--- src/rtl/bsg_cover_mc.sv ---
`default_nettype none
// ============================================================================
// Module   : bsg_cover_mc
// Brief    : Multi-channel coverage tag collector. Deduplicates {channel, tag}
//            keys in a CAM and drains entries as serialized records. Defining
//            BSG_COVER_HIT_COUNT_EN adds saturating per-entry hit counters.
// Revision : 1.0 - initial release
// ============================================================================
module bsg_cover_mc #(
  parameter int width_p     = 16,
  parameter int els_p       = 4,
  parameter int channels_p  = 2,
  parameter int out_width_p = 32,
  parameter int cnt_width_p = 8
) (
  input  logic                             clk_i,
  input  logic                             reset_i,
  input  logic [channels_p-1:0]            v_i,
  input  logic [channels_p*width_p-1:0]    data_i,
  output logic [channels_p-1:0]            ready_o,
  input  logic                             flush_i,
  output logic                             gate_o,
  output logic [7:0]                       els_o,
  output logic [7:0]                       len_o,
  input  logic                             ready_i,
  output logic                             v_o,
  output logic                             last_o,
  output logic [out_width_p-1:0]           data_o
);

  localparam int lg_ch_lp  = (channels_p > 1) ? $clog2(channels_p) : 1;
  localparam int lg_els_lp = $clog2(els_p);
`ifdef BSG_COVER_HIT_COUNT_EN
  localparam int cnt_lp = cnt_width_p;
`else
  // Counter width collapses to nothing when hit counting is compiled out.
  localparam int cnt_lp = 0 * cnt_width_p;
`endif
  localparam int rec_width_lp = cnt_lp + lg_ch_lp + width_p;
  localparam int len_lp       = (rec_width_lp + out_width_p - 1) / out_width_p;
  localparam int pad_width_lp = len_lp * out_width_p;
  localparam int lg_len_lp    = (len_lp > 1) ? $clog2(len_lp) : 1;
  localparam logic [lg_len_lp-1:0] c_last_beat = lg_len_lp'(len_lp - 1);
  localparam logic [lg_els_lp-1:0] c_last_el   = lg_els_lp'(els_p - 1);

  typedef enum logic [0:0] {S_FILL = 1'b0, S_DRAIN = 1'b1} state_e;

  state_e                r_state, w_state_nxt;
  logic [els_p-1:0]      r_valid;
  logic [lg_ch_lp-1:0]   r_chan [els_p];
  logic [width_p-1:0]    r_tag  [els_p];
`ifdef BSG_COVER_HIT_COUNT_EN
  logic [cnt_width_p-1:0] r_cnt [els_p];
  logic [lg_els_lp-1:0]   w_hit_id;
`endif
  logic [lg_ch_lp-1:0]   r_ptr;
  logic [lg_len_lp-1:0]  r_beat;

  logic                  w_gnt_v, w_hs, w_hit, w_free_v, w_fill_full;
  logic [lg_ch_lp-1:0]   w_gnt_id;
  int                    w_rr_idx;
  logic [width_p-1:0]    w_key;
  logic [lg_els_lp-1:0]  w_free_id, w_drain_id;
  logic                  w_above, w_rec_last, w_last, w_beat_hs;
  logic [rec_width_lp-1:0] w_rec;
  logic [pad_width_lp-1:0] w_rec_pad;

  // Round-robin grant: descending scan leaves the nearest requester to r_ptr.
  always_comb begin
    w_gnt_v  = 1'b0;
    w_gnt_id = '0;
    w_rr_idx = 0;
    for (int i = channels_p - 1; i >= 0; i--) begin
      w_rr_idx = int'(r_ptr) + i;
      if (w_rr_idx >= channels_p) w_rr_idx = w_rr_idx - channels_p;
      if (v_i[w_rr_idx]) begin
        w_gnt_v  = 1'b1;
        w_gnt_id = lg_ch_lp'(w_rr_idx);
      end
    end
  end

  assign w_hs  = (r_state == S_FILL) && w_gnt_v;
  assign w_key = data_i[int'(w_gnt_id)*width_p +: width_p];

  always_comb begin
    ready_o = '0;
    if (w_hs && !reset_i) ready_o[w_gnt_id] = 1'b1;
  end

  always_comb begin
    w_hit     = 1'b0;
    w_free_v  = 1'b0;
    w_free_id = '0;
`ifdef BSG_COVER_HIT_COUNT_EN
    w_hit_id  = '0;
`endif
    for (int e = els_p - 1; e >= 0; e--) begin
      if (r_valid[e] && (r_chan[e] == w_gnt_id) && (r_tag[e] == w_key)) begin
        w_hit = 1'b1;
`ifdef BSG_COVER_HIT_COUNT_EN
        w_hit_id = lg_els_lp'(e);
`endif
      end
      if (!r_valid[e]) begin
        w_free_v  = 1'b1;
        w_free_id = lg_els_lp'(e);
      end
    end
  end

  assign w_fill_full = w_hs && !w_hit && w_free_v && (w_free_id == c_last_el);

  // Drain side: lowest valid entry and whether anything remains above it.
  always_comb begin
    w_drain_id = '0;
    for (int e = els_p - 1; e >= 0; e--) begin
      if (r_valid[e]) w_drain_id = lg_els_lp'(e);
    end
    w_above = 1'b0;
    for (int e = 0; e < els_p; e++) begin
      if ((e > int'(w_drain_id)) && r_valid[e]) w_above = 1'b1;
    end
  end

`ifdef BSG_COVER_HIT_COUNT_EN
  assign w_rec = {r_cnt[w_drain_id], r_chan[w_drain_id], r_tag[w_drain_id]};
`else
  assign w_rec = {r_chan[w_drain_id], r_tag[w_drain_id]};
`endif
  assign w_rec_pad  = pad_width_lp'(w_rec);
  assign w_rec_last = (r_beat == c_last_beat);
  assign w_last     = w_rec_last && !w_above;

  assign gate_o    = (r_state != S_FILL) && !reset_i;
  assign v_o       = (r_state == S_DRAIN) && !reset_i;
  assign last_o    = v_o && w_last;
  assign data_o    = w_rec_pad[(len_lp - 1 - int'(r_beat))*out_width_p +: out_width_p];
  assign w_beat_hs = v_o && ready_i;
  assign els_o     = 8'(els_p);
  assign len_o     = 8'(len_lp);

  always_ff @(posedge clk_i) begin
    if (reset_i) r_state <= S_FILL;
    else         r_state <= w_state_nxt;
  end

  always_comb begin
    w_state_nxt = r_state;
    case (r_state)
      S_FILL: begin
        if (w_fill_full || (flush_i && ((|r_valid) || w_hs))) w_state_nxt = S_DRAIN;
      end
      S_DRAIN: begin
        if (w_beat_hs && w_last) w_state_nxt = S_FILL;
      end
      default: w_state_nxt = S_FILL;
    endcase
  end

  always_ff @(posedge clk_i) begin
    if (reset_i) begin
      r_valid <= '0;
      r_ptr   <= '0;
      r_beat  <= '0;
      for (int e = 0; e < els_p; e++) begin
        r_chan[e] <= '0;
        r_tag[e]  <= '0;
`ifdef BSG_COVER_HIT_COUNT_EN
        r_cnt[e]  <= '0;
`endif
      end
    end else begin
      if (w_hs) begin
        r_ptr <= (int'(w_gnt_id) == channels_p - 1) ? '0 : w_gnt_id + 1'b1;
        if (w_hit) begin
`ifdef BSG_COVER_HIT_COUNT_EN
          if (r_cnt[w_hit_id] != '1) r_cnt[w_hit_id] <= r_cnt[w_hit_id] + 1'b1;
`endif
        end else if (w_free_v) begin
          r_valid[w_free_id] <= 1'b1;
          r_chan[w_free_id]  <= w_gnt_id;
          r_tag[w_free_id]   <= w_key;
`ifdef BSG_COVER_HIT_COUNT_EN
          r_cnt[w_free_id]   <= cnt_width_p'(1);
`endif
        end
      end
      if (w_beat_hs) begin
        if (w_rec_last) begin
          r_beat              <= '0;
          r_valid[w_drain_id] <= 1'b0;
        end else begin
          r_beat <= r_beat + 1'b1;
        end
      end
    end
  end

endmodule
`default_nettype wire
--- config.mk ---
export PLATFORM = sky130hd
export DESIGN_NAME = bsg_cover_mc
export DESIGN_NICKNAME = d
export VERILOG_FILES = /design/src/rtl/bsg_cover_mc.sv
export SDC_FILE = /design/constraint.sdc
export NUM_CORES = 1
export LEC_CHECK = 0
export ABC_AREA = 1
export CAP_MARGIN = 40
export CORE_MARGIN = 2
export CORE_UTILIZATION = 55
export DETAILED_ROUTE_END_ITERATION = 6
export GPL_TIMING_DRIVEN = 0
export HOLD_SLACK_MARGIN = 0.15
export PLACE_DENSITY = 0.82
export SLEW_MARGIN = 20
export SYNTH_ARGS = -nofsm -noshare
export SYNTH_HDL_FRONTEND = slang
export SYNTH_SLANG_ARGS = --single-unit
--- constraint.sdc ---
create_clock -name clk_i -period 4 [get_ports clk_i]
set_input_delay 0.4 -clock clk_i [delete_from_list [all_inputs] [get_ports clk_i]]
set_output_delay 0.4 -clock clk_i [all_outputs]
set_load 0.05 [all_outputs]
==> flow_metrics.py <==
metrics = {
    "synth": {
        "netlist_area_mm2": 0.005475,
        "syn_inst": 777,
        "synth.cells.most_frequent": "198 x sky130_fd_sc_hd__nand2_1, 131 x sky130_fd_sc_hd__inv_1, 110 x sky130_fd_sc_hd__nor2_1",
        "synth_area_per_cell_um2": 7.047,
        "synth-edff-count": 68,
        "ys_top_cells_by_area": "sky130_fd_sc_hd__edfxtp_1 37%, sky130_fd_sc_hd__nand2_1 14%, sky130_fd_sc_hd__inv_1 9.0%",
        "synth.largest_area_cell": "sky130_fd_sc_hd__edfxtp_1",
        "ys.flop_type": "sky130_fd_sc_hd__edfxtp_1",
        "yosys.cell_count.top_type": "sky130_fd_sc_hd__nand2_1",
        "synthDominantCellAreaShare_pct": 37.29,
        "yosysWarnings": 0,
        "synth-seq-area-share_pct": 39.49,
        "synthDistinctLibCells": 35,
        "synth_seq_cells": 74,
        "asyncSetResetFlopFracSynth_pct": 0,
    },
    "pwr": {
        "net-switching-power_uw": 887.6,
        "pwr-share-comb_pct": 34.2,
        "sw_frac_of_total_pct": 38.25,
        "cell_internal_pwr_uw": 1433,
        "power_density_over_the_cells_mw_per_mm2": 351.2,
        "static-leakage-power_uw": 0.003222,
        "pwr-share-clk_pct": 25.0,
        "share_seq_of_total_power_pct": 40.7,
        "vdd_ir_max_mv": 0.2208,
    },
    "cells_and_area": {
        "final_cell_count_no_fill": 1018,
        "final_layout_size_suffix_gt1_share_pct": 10.51,
        "final_nets": 918,
        "stdcell_area_mm2": 0.006606,
        "area_growth_syn_to_layout_pct": 20.66,
        "num_antenna_cells": 0,
        "postLayoutCoreUtil_pct": 67.90,
        "nFillCells": 872,
    },
    "floorplan": {
        "dieWidth_um": 103.8,
        "std_cell_rows": 36,
        "area_inside_the_core_boundary_mm2": 0.009729,
        "floorplan.initialDensity_pct": 56.28,
        "die_height_um": 103.8,
        "die_area_mm2": 0.01077,
        "floorplan.io_pins": 91,
    },
    "min_path": {
        "min-delay-path-class": "register to register",
    },
    "global_route": {
        "antenna_found_initial": 0,
        "global_route_wire_length_before_repair_um": 26900,
        "grt.total_usage_pct": 32.52,
        "grt_start_max_net_pins": 18,
        "globalRouteOverflowTotal": 0,
        "number_of_global_route_vias_before_repair": 5352,
    },
    "placement": {
        "gp_routability_congestion": 1.012,
        "port_buffers": 58,
        "placedInstanceArea_mm2": 0.006407,
        "placed_cells": 1001,
        "pre_cts_slack_ps": 161.2,
        "hpwl_after_dpl_um": 12760,
    },
    "timing": {
        "worst_slew_pin_slew_ps": 873.5,
        "skew_ps": 6.898,
        "max_clock_freq_mhz": 258.3,
        "fin_crit_ps": 3871,
        "slew-limit-headroom_pct": 41.76,
        "timing.final.ws_setup_ps": 129.3,
        "slew_violations": 0,
        "period_share_pct": 96.77,
        "hold_viol_final": 0,
        "finalSetupViolCount": 0,
        "hold-worst-slack_ps": 516.4,
        "grt_setup_unrepaired": "no",
    },
    "critical_path": {
        "critical_path.max_stage_delay_ps": 850,
        "worstReg2RegStart": "r_ptr$_SDFFE_PP0P_",
        "rrSetupSlack_ps": 660,
        "end_kind": "output port",
        "path_cells": "clkbuf_1 > nor2_1 > inv_1 > nor2_1 > clkinv_1 > clkbuf_1 > o22ai_1 > a31oi_1 > o21ai_0 > clkdlybuf4s50_1",
        "setup_crit_start": "r_valid[0]$_SDFF_PP0_",
        "crit_required_ps": 3600,
        "critical_path_cell_count": 10,
        "timing.setup.critical_path_class": "register to output port",
        "worstPathArrival_ps": 3470,
        "crit-reg2reg-capture": "r_tag[2][6]$_SDFFCE_PN0P_",
        "endpoint": "data_o[9]",
        "timing.critical_path.buf_inv": 5,
        "path_max_fanout": 10,
        "crit_path_start_kind": "register",
        "critical-path-top-delay-family": "buffers and inverters",
        "worstRegToRegCells": 17,
        "slowest_stage": "sky130_fd_sc_hd__clkdlybuf4s50_1",
    },
    "clocking": {
        "cts_hold_buffers": 0,
        "cts.repair_timing.setup_buffer_count": 0,
        "cts_resized": 0,
        "clk_pin_slew_worst_setup_hold_paths_ps": 80,
        "cts-buffers-inserted": 9,
        "cts_max_path_buffers": 2,
        "clockRootBuffer": "sky130_fd_sc_hd__clkbuf_8",
        "worstSkewPairLatency_ps": 350,
        "clock_sinks": 74,
        "cts-htree-levels": 3,
        "tritoncts_clock_tree": "yes",
    },
    "run": {
        "maxCapViolations": 0,
    },
    "drt": {
        "ant_nets": 0,
        "drt-initial-drc-count": 714,
        "route.vias.total": 5719,
        "vias_per_cell": 5.618,
        "wl_per_cell_um": 17.53,
        "drcViolationCount": 0,
        "drt_wl_total_um": 17850,
        "drt_first_pass_iters": 5,
    },
    "outcome": {
        "outcome": "finished clean",
    },
}
## worst register-to-register path, stage by stage, from the launching register on
cell and delay, ps:
sky130_fd_sc_hd__dfxtp_1 350, sky130_fd_sc_hd__inv_2 60, sky130_fd_sc_hd__nand2_4 120, sky130_fd_sc_hd__nand2_4 90
sky130_fd_sc_hd__buf_6 170, sky130_fd_sc_hd__nand2_1 150, sky130_fd_sc_hd__nand2_2 110, sky130_fd_sc_hd__o21ai_1 220
sky130_fd_sc_hd__nor2_1 130, sky130_fd_sc_hd__nand2_1 80, sky130_fd_sc_hd__nor2_1 40, sky130_fd_sc_hd__nand2_1 80
sky130_fd_sc_hd__nand3_1 120, sky130_fd_sc_hd__nor2_4 160, sky130_fd_sc_hd__buf_6 220, sky130_fd_sc_hd__nand2_1 150
sky130_fd_sc_hd__o21ai_2 560, sky130_fd_sc_hd__buf_8 240
## cell type report
class	count	area (um2)	share of cell area (%)
clock inverters	7	60.06	0.9091
well taps	133	166.4	2.519
multi-input cells	541	2555	38.67
clock buffers	9	123.9	1.875
flip-flops and latches	74	2162	32.73
inverters	135	506.7	7.670
repair buffers	63	656.9	9.943
plain buffers	56	375.4	5.682
## state kept, by name, indices dropped and copies added (netlist names)
name and count:
r_chan 4, r_state 1, r_tag 64, r_ptr 1, r_valid 4
## power by group through the flow
stage	Sequential (uW)	Combinational (uW)	Clock, uW
after floorplan	951	533	0
after global placement	960	750	0
after detailed placement	961	775	0
after CTS	943	779	567
after global routing	951	848	592
final	945	794	581
## worst min path at each step
| stage | from | endpoint | slack, ps | depth (start not counted) |
|---|---|---|---|---|
| 5_1_grt | r_ptr$_SDFFE_PP0P_ | r_ptr$_SDFFE_PP0P_ | 540 | 1 |
| 6_report | r_ptr$_SDFFE_PP0P_ | r_ptr$_SDFFE_PP0P_ | 520 | 1 |
| 3_3_place_gp | r_ptr$_SDFFE_PP0P_ | r_ptr$_SDFFE_PP0P_ | 490 | 1 |
| 4_1_cts | r_ptr$_SDFFE_PP0P_ | r_ptr$_SDFFE_PP0P_ | 510 | 1 |
| 2_1_floorplan | reset_i | r_valid[0]$_SDFF_PP0_ | 470 | 1 |
| 3_5_place_dp | r_ptr$_SDFFE_PP0P_ | r_ptr$_SDFFE_PP0P_ | 490 | 1 |
## cells in the final DEF (no fill, tap or decap), types with 16 or more instances in the layout
| cell | Yosys | layout |
|---|---|---|
| sky130_fd_sc_hd__a31oi_1 | 17 | 17 |
| sky130_fd_sc_hd__nor2_1 | 110 | 110 |
| sky130_fd_sc_hd__o21ai_0 | 27 | 26 |
| sky130_fd_sc_hd__nand3_1 | 76 | 76 |
| sky130_fd_sc_hd__o22ai_1 | 16 | 16 |
| sky130_fd_sc_hd__edfxtp_1 | 68 | 68 |
| sky130_fd_sc_hd__clkdlybuf4s50_1 | 0 | 54 |
| sky130_fd_sc_hd__conb_1 | 2 | 31 |
| sky130_fd_sc_hd__inv_1 | 131 | 131 |
| sky130_fd_sc_hd__buf_4 | 39 | 40 |
| sky130_fd_sc_hd__nand2_1 | 198 | 198 |
## cells by family (layout without fill, tap and decap cells)
family / count (synthesis) / count (layout) / synth area share (%)
DFF: 74 / 74 / 39.49
buffers and inverters: 191 / 270 / 16.11
xor gates and xnor gates: 2 / 2 / 0.3200
and+or+nand+nor: 433 / 433 / 36.08
other: 2 / 31 / 0.1372
AOI/OAI and AO/OA: 75 / 75 / 7.861
## layer usage
layer	global-route usage [%]	up-vias	wire (um)
met5	0	-	0
met4	15.73	0	759
met3	8.181	73	2296
met2	54.07	414	8397
met1	39.52	2575	6394
li1	-	2657	-
## stage by stage
stage / total power [uW] / TNS, ps
after global placement: 1709 / -20410
after detailed placement: 1736 / 0
after global routing: 2390 / 0
final: 2320 / 0
after CTS: 2289 / 0
after floorplan: 1484 / 0
Note: power is estimated with default switching activity, not from simulation.
